===== src/rtl/ma216_audio_pkg.sv =====
// Shared widths, gain/saturation constants and helpers for the MA216 audio post-processing path.
package ma216_audio_pkg;

  localparam int unsigned SAMPLE_W   = 16;
  localparam int unsigned AUDIO_W    = 8;
  localparam int unsigned VOL_W      = 4;
  localparam int unsigned WIDE_W     = SAMPLE_W + 1;
  localparam int unsigned PROD_W     = WIDE_W + VOL_W + 1;

  localparam logic [VOL_W-1:0] GAIN_UNITY = 4'd8;
  localparam int unsigned      GAIN_FRAC  = $clog2(GAIN_UNITY);

  localparam logic signed [SAMPLE_W-1:0] SAT_MAX = 16'sh7FFF;
  localparam logic signed [SAMPLE_W-1:0] SAT_MIN = 16'sh8000;

  localparam logic [AUDIO_W-1:0] SILENCE = 8'd128;

  typedef logic signed [SAMPLE_W-1:0] sample_t;
  typedef logic signed [WIDE_W-1:0]   wide_t;
  typedef logic signed [PROD_W-1:0]   prod_t;

  // Clamp a scaled product into the signed 16-bit output range.
  function automatic sample_t sat_sample(input prod_t v);
    if (v > PROD_W'(SAT_MAX)) begin
      return SAT_MAX;
    end else if (v < PROD_W'(SAT_MIN)) begin
      return SAT_MIN;
    end
    return SAMPLE_W'(v);
  endfunction

endpackage


===== src/rtl/ma216_audio_out_onepole.sv =====
// Valid-gated one-pole filter: y += (x - y) >>> SHIFT on each valid; holds otherwise.
module ma216_onepole
  import ma216_audio_pkg::*;
#(
  parameter int unsigned SHIFT = 2
) (
  input  logic                       clk,
  input  logic                       reset,
  input  logic                       valid_i,
  input  logic signed [SAMPLE_W-1:0] x_i,
  output logic signed [SAMPLE_W-1:0] y_o
);

  sample_t y_q, y_d;
  wide_t   diff_c, step_c, sum_c;

  // The new value lies between y and x, so truncating the 17-bit sum is exact.
  always_comb begin
    diff_c = WIDE_W'(x_i) - WIDE_W'(y_q);
    step_c = diff_c >>> SHIFT;
    sum_c  = WIDE_W'(y_q) + step_c;
    y_d    = y_q;
    if (valid_i) begin
      y_d = SAMPLE_W'(sum_c);
    end
  end

  always_ff @(posedge clk) begin
    if (reset) begin
      y_q <= '0;
    end else begin
      y_q <= y_d;
    end
  end

  assign y_o = y_q;

endmodule


===== src/rtl/ma216_audio_out.sv =====
// MA216 audio output stage: box-car decimation, centring, low-pass, DC removal,
// volume/mute and saturation to a 16-bit signed sample with a one-cycle strobe.
module ma216_audio_out
  import ma216_audio_pkg::*;
#(
  parameter int unsigned DECIM    = 64,
  parameter int unsigned LP_SHIFT = 2,
  parameter int unsigned HP_SHIFT = 8
) (
  input  logic                       clk,
  input  logic                       reset,
  input  logic [AUDIO_W-1:0]         audio_in,
  input  logic [VOL_W-1:0]           volume,
  input  logic                       mute,
  output logic signed [SAMPLE_W-1:0] sample,
  output logic                       sample_valid
);

  localparam int unsigned PH_W  = $clog2(DECIM);
  localparam int unsigned ACC_W = AUDIO_W + PH_W;

  logic [PH_W-1:0]    phase_q, phase_d;
  logic [ACC_W-1:0]   acc_q, acc_d, acc_sum_c;
  logic [AUDIO_W-1:0] avg_q, avg_d;
  logic               v1_q, v1_d;
  sample_t            s_q, s_d;
  logic               v2_q, v2_d;
  sample_t            lp_y;
  logic               v3_q, v3_d;
  sample_t            dc_y;
  wide_t              hp_q, hp_d;
  logic               v4_q, v4_d;
  prod_t              prod_c, gain_c;
  sample_t            sample_q, sample_d;
  logic               valid_q, valid_d;

  // Stage 0: accumulate DECIM inputs, emit their mean on the last phase.
  always_comb begin
    phase_d   = phase_q + PH_W'(1);
    acc_sum_c = acc_q + ACC_W'(audio_in);
    acc_d     = acc_sum_c;
    avg_d     = avg_q;
    v1_d      = 1'b0;
    if (phase_q == PH_W'(DECIM - 1)) begin
      avg_d = AUDIO_W'(acc_sum_c >> PH_W);
      acc_d = '0;
      v1_d  = 1'b1;
    end
  end

  // Stage 1: re-centre unsigned average around zero.
  always_comb begin
    s_d  = s_q;
    v2_d = v1_q;
    if (v1_q) begin
      s_d = sample_t'({avg_q, 8'h00}) - sample_t'({SILENCE, 8'h00});
    end
  end

  ma216_onepole #(
    .SHIFT (LP_SHIFT)
  ) u_lp (
    .clk     (clk),
    .reset   (reset),
    .valid_i (v2_q),
    .x_i     (s_q),
    .y_o     (lp_y)
  );

  ma216_onepole #(
    .SHIFT (HP_SHIFT)
  ) u_dc (
    .clk     (clk),
    .reset   (reset),
    .valid_i (v3_q),
    .x_i     (lp_y),
    .y_o     (dc_y)
  );

  // Stage 3: high-pass uses the DC estimate from before this update.
  always_comb begin
    v3_d = v2_q;
    v4_d = v3_q;
    hp_d = hp_q;
    if (v3_q) begin
      hp_d = WIDE_W'(lp_y) - WIDE_W'(dc_y);
    end
  end

  // Stage 4: volume/mute are only looked at here, so changes never glitch the held sample.
  always_comb begin
    prod_c   = PROD_W'(hp_q) * PROD_W'(signed'({1'b0, volume}));
    gain_c   = prod_c >>> GAIN_FRAC;
    sample_d = sample_q;
    valid_d  = v4_q;
    if (v4_q) begin
      sample_d = mute ? '0 : sat_sample(gain_c);
    end
  end

  always_ff @(posedge clk) begin
    if (reset) begin
      phase_q  <= '0;
      acc_q    <= '0;
      avg_q    <= '0;
      v1_q     <= 1'b0;
      s_q      <= '0;
      v2_q     <= 1'b0;
      v3_q     <= 1'b0;
      hp_q     <= '0;
      v4_q     <= 1'b0;
      sample_q <= '0;
      valid_q  <= 1'b0;
    end else begin
      phase_q  <= phase_d;
      acc_q    <= acc_d;
      avg_q    <= avg_d;
      v1_q     <= v1_d;
      s_q      <= s_d;
      v2_q     <= v2_d;
      v3_q     <= v3_d;
      hp_q     <= hp_d;
      v4_q     <= v4_d;
      sample_q <= sample_d;
      valid_q  <= valid_d;
    end
  end

  assign sample       = sample_q;
  assign sample_valid = valid_q;

endmodule


===== config.mk =====
export PLATFORM = sky130hd
export DESIGN_NAME = ma216_audio_out
export DESIGN_NICKNAME = d
export VERILOG_FILES = /design/src/rtl/ma216_audio_pkg.sv /design/src/rtl/ma216_audio_out_onepole.sv /design/src/rtl/ma216_audio_out.sv
export SDC_FILE = /design/constraint.sdc
export NUM_CORES = 1
export LEC_CHECK = 0
export ABC_AREA = 1
export BUFFER_PORTS_ARGS = -buffer_cell sky130_fd_sc_hd__buf_2
export CORE_MARGIN = 2
export CORE_UTILIZATION = 26
export DETAILED_ROUTE_END_ITERATION = 6
export GPL_TIMING_DRIVEN = 0
export SLEW_MARGIN = 30
export SYNTH_ARGS = -nofsm -noshare
export SYNTH_HDL_FRONTEND = slang
export SYNTH_SLANG_ARGS = --single-unit
export TNS_END_PERCENT = 5

===== constraint.sdc =====
create_clock -name clk -period 5.9 [get_ports clk]
set_input_delay 0 -clock clk [delete_from_list [all_inputs] [get_ports clk]]
set_output_delay 0 -clock clk [all_outputs]
set_load 0.1 [all_outputs]

==> flow_summary.ini, run 1 <==
[global_route]
grt_max_degree = 19
grt_pass1_vias = 8624
antenna_found_initial = 0
overflow = 0
grt_pass1_wl_um = 40300
grt.total_usage_pct = 12.6

[cells_and_area]
fin_nets = 1617
fin_cells = 1933
n_fill_cell = 4051
drive_above_1_share_pct = 6.01
syn2layout_area_growth_pct = 10.5
seqCellArea_sq_um = 2120
multi_input_area_sq_um = 6340

[floorplanning]
core_sq_um = 36600
start_util_pct = 26.4
die_y_um = 197
ios = 32
fp.dieArea_sq_um = 38700
dieWidth_um = 197
placementRows = 70

[worst_setup_path]
worstPathArrival_ns = 4.40
cp_max_fo = 10
worstSetupEndpointType = register
cp_data_required_time_ns = 6.12
worstRegToRegCells = 19
critPathKind = input port to register
startpoint_type = input port

[drt]
drc = 0
wl_per_cell_um = 12.2
drt_iter0_drc = 430
first_pass_iters = 5
ant_nets = 0
viasPerCell = 4.53
vias = 8748
wl_um = 23600

[yosys]
syn_nets = 1578
syn_inst = 1421
synth.distinct_cells = 44
yosysTopAreaCellShare_pct = 22.0
yosys_warnings = 0
ys_ff_latch = 106
postSynthAreaPerCell_sq_um = 6.80
synth_top_cell_by_area = dfxtp_1
seq_area_frac_synth_pct = 22.0
syn_area_sq_um = 9660
synth_area_leaders = dfxtp_1 (22%), ha_1 (13%), nand2_1 (12%)

[pwr]
p_leak_nw = 6.01
pwr-share-comb_pct = 10.2
p_sw_share_pct = 27.0
switchingPower_uw = 400
intPower_mw = 1.08
clkPwrFrac_pct = 39.3
ir_drop_v = 0.000177
pwr_density_cell_nw_per_um2 = 139
p_seq_share_pct = 50.5

[timing]
finalSetupViolCount = 0
timing.fmax_ghz = 0.240
hold_violations = 0
setup-tns-final_ns = 0
period_minus_slack_ns = 4.17
slew_viol_final = 0
fin_crit_sh_pct = 70.7
rsz0062_at_grt = no
worst_pin_slew_ns = 0.710
relSlewSlack_pct = 52.7
skew_ns = 0.0122

[cts]
cts-root-buf = clkbuf_16
cts_tree = built
clkLatencyLatePin_ns = 0.36
htreeDepth = 3
clk_pin_slew_ns = 0.08
cts_num_sinks = 106
postCtsResizedCells = 0
cts-buffers-inserted = 9
clk_path_buf_depth = 2

[placed_design]
io_buffers = 26
place.gp.congestion = 0.885
dp_cells = 1915
dp_hpwl_um = 19500

[run]
maxCapViolations = 0

[worst_hold_path]
min_path_type = input port to register
hold_path_depth = 3

[status]
status = finished clean
[power groups by stage]
stage                     logic, mW  clock network (mW)  registers (mW)
after global routing          0.172               0.620           0.749
after detailed placement      0.151                   0           0.764
after global placement        0.148                   0           0.762
after CTS                     0.153               0.591           0.747
final                         0.152               0.581           0.747
after floorplan               0.114                   0           0.760
[state kept, by name (all words and copies together) (netlist names), 6 cells and up]
register	count
avg_q	8
s_q	8
sample	16
acc_q	14
hp_q	17
phase_q	6
u_lp.y_o	16
u_dc.y_o	16
[cells by family (layout without fill, tap and decap cells)]
group,after synthesis,count (layout),synth area share (%)
and+or+nand+nor,538,538,23.7
adders and majority gates,142,142,21.4
other,0,1,0
DFF,106,106,22.0
buffers and inverters,314,357,12.4
xor gates and xnor gates,63,63,5.71
AOI/OAI and AO/OA,258,258,14.8
[Yosys cell counts (all sizes together)]
cell type and n:
nand2 310, inv 280, a21oi 136, nor2 128
dfxtp 106, ha 103, o21ai 87, nand3 69
xor2 42, fa 39, clkbuf 26, xnor2 21
nand4 14, nor3 10, a21o 9, buf 7
o21a 7, o211ai 4, o21bai 4, nand3b 3
o31ai 3, a21boi 2, a31oi 2, o2111ai 2
a211oi 1, and2 1, clkinv 1, nor3b 1
nor4 1, o221ai 1, or2 1
[cell usage in the layout (no fill, tap or decap), drive strengths merged]
| cell type | count |
|---|---|
| and2 | 1 |
| nor2 | 128 |
| a21o | 9 |
| ha | 103 |
| fa | 39 |
| nand4 | 14 |
| nand3 | 69 |
| dlygate4sd3 | 2 |
| dfxtp | 106 |
| o2111ai | 2 |
| o221ai | 1 |
| o21bai | 4 |
| nor3 | 10 |
| nand2 | 310 |
| diode | 1 |
| o31ai | 3 |
| buf | 33 |
| clkbuf | 35 |
| xnor2 | 21 |
| inv | 282 |
| a31oi | 2 |
| nand3b | 3 |
| nor3b | 1 |
| xor2 | 42 |
| a21oi | 136 |
| a21boi | 2 |
| or2 | 1 |
| a211oi | 1 |
| o21ai | 87 |
| nor4 | 1 |
| o21a | 7 |
| clkinv | 5 |
| o211ai | 4 |
[metal layers]
metal | share of wire [%] | GRT usage [%] | wire, um | up-vias
li1 | - | - | - | 4568
met1 | 47 | 15.9 | 11200 | 4044
met3 | 2.3 | 1.39 | 542 | 35
met5 | 0 | 0 | 0 | -
met2 | 48 | 22.6 | 11500 | 101
met4 | 1.9 | 3.23 | 442 | 0
[area by class of cell]
type | count | share of cell area (%)
Clock buffer | 9 | 2.11
Timing Repair Buffer | 28 | 1.41
Tap cell | 468 | 5.49
Sequential cell | 106 | 19.9
Multi-Input combinational cell | 1001 | 59.4
Buffer | 33 | 1.32
Clock inverter | 6 | 0.481
Inverter | 281 | 9.88
Antenna cell | 1 | 0.0234
[path summary, 6_finish.rpt]
kind                               from                      to  slack, ns
setup / recovery              volume[3]  sample[8]$_SDFFE_PP0P_       1.73
hold / removal              audio_in[3]     acc_q[3]$_SDFF_PP0_       0.06
setup reg to reg  hp_q[13]$_SDFFE_PP0P_  sample[8]$_SDFFE_PP0P_       1.76
hold reg to reg   avg_q[7]$_SDFFE_PP0P_    s_q[15]$_SDFFE_PP0P_       0.43
[stage by stage]
| stage | area (sq um) | util, % | hold WS (ns) | setup slack, ns | total power, mW |
|---|---|---|---|---|---|
| floorplan | 9660 | - | 0.195 | 2.17 | 0.874 |
| global route | 10700 | 29.1 | 0.0739 | 1.31 | 1.54 |
| CTS | 10700 | 29.1 | 0.0613 | 1.67 | 1.49 |
| finish | 10700 | 29.2 | 0.0599 | 1.73 | 1.48 |
| global placement | 10400 | 28.3 | 0.315 | 1.31 | 0.910 |
| detailed placement | 10400 | 28.3 | 0.327 | 1.31 | 0.915 |
[timing repair]
item / in CTS / in global routing
buffers inserted: 0 / 0
hold endpoints to repair: 2 / 0
hold buffers: 2 / 0
[critical path: stages]
cell      delay, ns
clkbuf_1       0.40
clkbuf_1       0.43
nand2_1        0.11
inv_1          0.07
ha_1           0.24
fa_1           0.54
inv_1          0.06
fa_1           0.52
inv_1          0.04
ha_1           0.36
a21oi_1        0.26
nand2_1        0.11
a21oi_1        0.28
nand4_1        0.14
nand2_1        0.09
nand3_1        0.07
nand2_1        0.16
buf_2          0.23
nand3_1        0.10
nand2_1        0.12
a21oi_2        0.06
(Power assumes the default switching activity.)
==> run 2: changes to the inputs <==
--- a/config.mk
+++ b/config.mk
@@ -5,7 +5,7 @@
 export SDC_FILE = /design/constraint.sdc
 export NUM_CORES = 1
 export LEC_CHECK = 0
-export ABC_AREA = 1
+export ABC_AREA = 0
 export BUFFER_PORTS_ARGS = -buffer_cell sky130_fd_sc_hd__buf_2
 export CORE_MARGIN = 2
 export CORE_UTILIZATION = 26
==> constraint.sdc (replaced) <==
create_clock -name clk -period 4.05 [get_ports clk]
set_input_delay 0 -clock clk [delete_from_list [all_inputs] [get_ports clk]]
set_output_delay 0 -clock clk [all_outputs]
set_load 0.1 [all_outputs]
==> flow_summary.ini, run 2 <==
[yosys]
yosys_warnings = 0
synth.distinct_cells = 64
async_reset_ff_share_pct = 0
ys_ff_latch = 106
postSynthAreaPerCell_sq_um = 8.41
syn_inst = 1076
synth_most_common_cell = inv_1
seq_area_frac_synth_pct = 23.5
synth-edff-count = 0
synth_area_leaders = dfxtp_1 (23%), ha_1 (14%), fa_1 (8.6%)
synth_top_cell_by_area = dfxtp_1
yosysTopAreaCellShare_pct = 23.5
syn_nets = 1233
yosys-top-cells-count = inv_1 (110), nor2_1 (109), dfxtp_1 (106)
synth_top_flop_cell = dfxtp_1
syn_area_sq_um = 9050

[cells_and_area]
largest_register = hp_q
syn2layout_area_growth_pct = 28.2
fin_area_sq_um = 11600
fin_util_pct = 33.7
mostFrequentLayoutCell = nor2_1
largest_reg_flops = 17
drive_above_1_share_pct = 24.3
n_fill_cell = 3541
fin_nets = 1339
fin_cells = 1643
layout_common_cells = nor2_1 (103), inv_1 (100), dfxtp_1 (85)

[worst_hold_path]
hold_start = mute
min_path_type = input port to register
min_to = sample[15]$_SDFFE_PP0P_
hold_path_depth = 4

[timing]
timing.fmax_ghz = 0.242
period_minus_slack_ns = 4.14
relSlewSlack_pct = 43.8
worst_pin_slew_ns = 0.843
fin_crit_sh_pct = 102
rsz0062_at_grt = yes
setup-tns-final_ns = -0.796
fin_ws_ns = -0.0869
hold_violations = 0
skew_ns = 0.00927
finalSetupViolCount = 17
hold_slack_ns = 0.0128
slew_viol_final = 0

[drt]
vias = 7737
viasPerCell = 4.71
ant_nets = 0
drt_iter0_drc = 349
drc = 0
first_pass_iters = 5
wl_per_cell_um = 13.9
wl_um = 22800

[pwr]
p_seq_share_pct = 48.5
p_leak_nw = 5.00
clkPwrFrac_pct = 40.6
p_sw_share_pct = 28.3
p_total_mw = 2.25
switchingPower_uw = 637
ir_drop_v = 0.000226
pwr-share-comb_pct = 10.9
intPower_mw = 1.61
pwr_density_cell_nw_per_um2 = 194

[global_route]
overflow = 0
grt_pass1_wl_um = 37600
antenna_found_initial = 0
grt_pass1_vias = 7775
grt.total_usage_pct = 12.7
grt_max_degree = 22

[placed_design]
place.gp.congestion = 0.847
dp_cells = 1561
io_buffers = 30
place_worst_setup_slack_ns = -0.872
dp_hpwl_um = 17200
placedInstanceArea_sq_um = 9840

[floorplanning]
ios = 32
fp.dieArea_sq_um = 36300
dieWidth_um = 191
placementRows = 68
core_sq_um = 34400
die_y_um = 191
start_util_pct = 26.3

[status]
status = finished with violations
failed_checks = setup timing

[worst_setup_path]
worstRegToRegCells = 20
critPathKind = register to register
cp_max_fo = 5
startpoint_type = register
worstSetupEndpointType = register
cp_data_required_time_ns = 4.30
r2r_start = u_dc.y_o[1]$_SDFFE_PP0P_
r2r-end = u_dc.y_o[15]$_SDFFE_PP0P_
rrSetupSlack_ns = -0.09
worstPathArrival_ns = 4.38

[cts]
cts_tree = built
cts-buffers-inserted = 9
cts_num_sinks = 106
clk_path_buf_depth = 2
htreeDepth = 3
clkLatencyLatePin_ns = 0.37
clk_pin_slew_ns = 0.08
cts-root-buf = clkbuf_16

[run]
maxCapViolations = 0
==> run 2: cell types whose count changed in the layout (fill, tap and decap cells not counted), moves of 61 or more <==
cell,before,now
buf_4,2,63
nand2_1,300,39
a21oi_1,125,45
o21ai_0,84,22
inv_1,277,100
==> run 2: layout make-up <==
class / count / area, sq um / share of cell area (%)
Multi-Input combinational cell: 831 / 7350 / 63.4
Sequential cell: 106 / 2170 / 18.7
Timing Repair Buffer: 96 / 658 / 5.67
Tap cell: 455 / 569 / 4.91
Inverter: 111 / 417 / 3.59
Clock buffer: 9 / 225 / 1.94
Buffer: 27 / 124 / 1.07
Clock inverter: 7 / 77.6 / 0.669
Antenna cell: 1 / 2.50 / 0.0216
==> run 2: worst max path at each step <==
stage	cells past startpoint	from	end	slack, ns
after floorplan	16	hp_q[11]$_SDFFE_PP0P_	sample[3]$_SDFFE_PP0P_	-0.008
after global placement	18	u_lp.y_o[1]$_SDFFE_PP0P_	u_dc.y_o[15]$_SDFFE_PP0P_	-0.87
after detailed placement	18	u_lp.y_o[1]$_SDFFE_PP0P_	u_dc.y_o[15]$_SDFFE_PP0P_	-0.87
after CTS	16	hp_q[10]$_SDFFE_PP0P_	sample[3]$_SDFFE_PP0P_	-0.10
after global routing	21	u_dc.y_o[1]$_SDFFE_PP0P_	u_dc.y_o[15]$_SDFFE_PP0P_	-0.24
final	20	u_dc.y_o[1]$_SDFFE_PP0P_	u_dc.y_o[15]$_SDFFE_PP0P_	-0.09
==> run 2: cell families (layout without fill, tap and decap cells) <==
logic type	after synthesis	in the layout	synth area share, %
AND/OR/NAND/NOR	351	351	20.1
adder cells (fa/ha/maj)	142	142	22.9
XOR/XNOR	74	74	7.25
AO/OA/AOI/OAI	221	221	15.8
other	0	1	0
multiplexers	43	43	4.76
flip-flops	106	106	23.5
buffers and inverters	139	250	5.78
==> run 2: worst max-delay path, stage by stage (launching register included) <==
cell and delay (ns):
dfxtp_4 0.37, inv_1 0.04, ha_1 0.27, nor2b_2 0.15, o21ai_2 0.07, a21oi_2 0.16
o21ai_2 0.13, a211oi_2 0.35, nor2_2 0.11, a211oi_2 0.29, nand2b_4 0.20, xor2_4 0.22
ha_4 0.20, nand3_1 0.09, o31ai_2 0.29, o211a_1 0.27, a31oi_4 0.12, o21ai_4 0.31
a2111oi_4 0.07, a31oi_1 0.17, nand4_1 0.11
==> run 2: layer usage <==
layer	GRT usage, %	up-vias	routed length (um)
met5	0	-	0
met4	3.43	0	469
met3	2.30	32	601
met2	21.3	85	10900
met1	16.7	3721	10900
li1	-	3899	-
==> run 2: power by group through the flow <==
| stage | clock network (mW) | registers [mW] | logic, mW |
|---|---|---|---|
| 6_report | 0.912 | 1.09 | 0.245 |
| 5_1_grt | 0.970 | 1.10 | 0.279 |
| 4_1_cts | 0.938 | 1.09 | 0.239 |
| 3_5_place_dp | 0 | 1.12 | 0.233 |
| 3_3_place_gp | 0 | 1.12 | 0.230 |
| 2_1_floorplan | 0 | 1.12 | 0.175 |
==> run 2: timing repair <==
item / in CTS / in global routing
endpoints found under the hold margin: 2 / 0
setup buffers: 40 / 23
cloned: 1 / 0
endpoints found under the setup margin: 25 / 24
gates resized for setup: 129 / 81
pin swaps: 53 / 68
hold buffers: 2 / 0
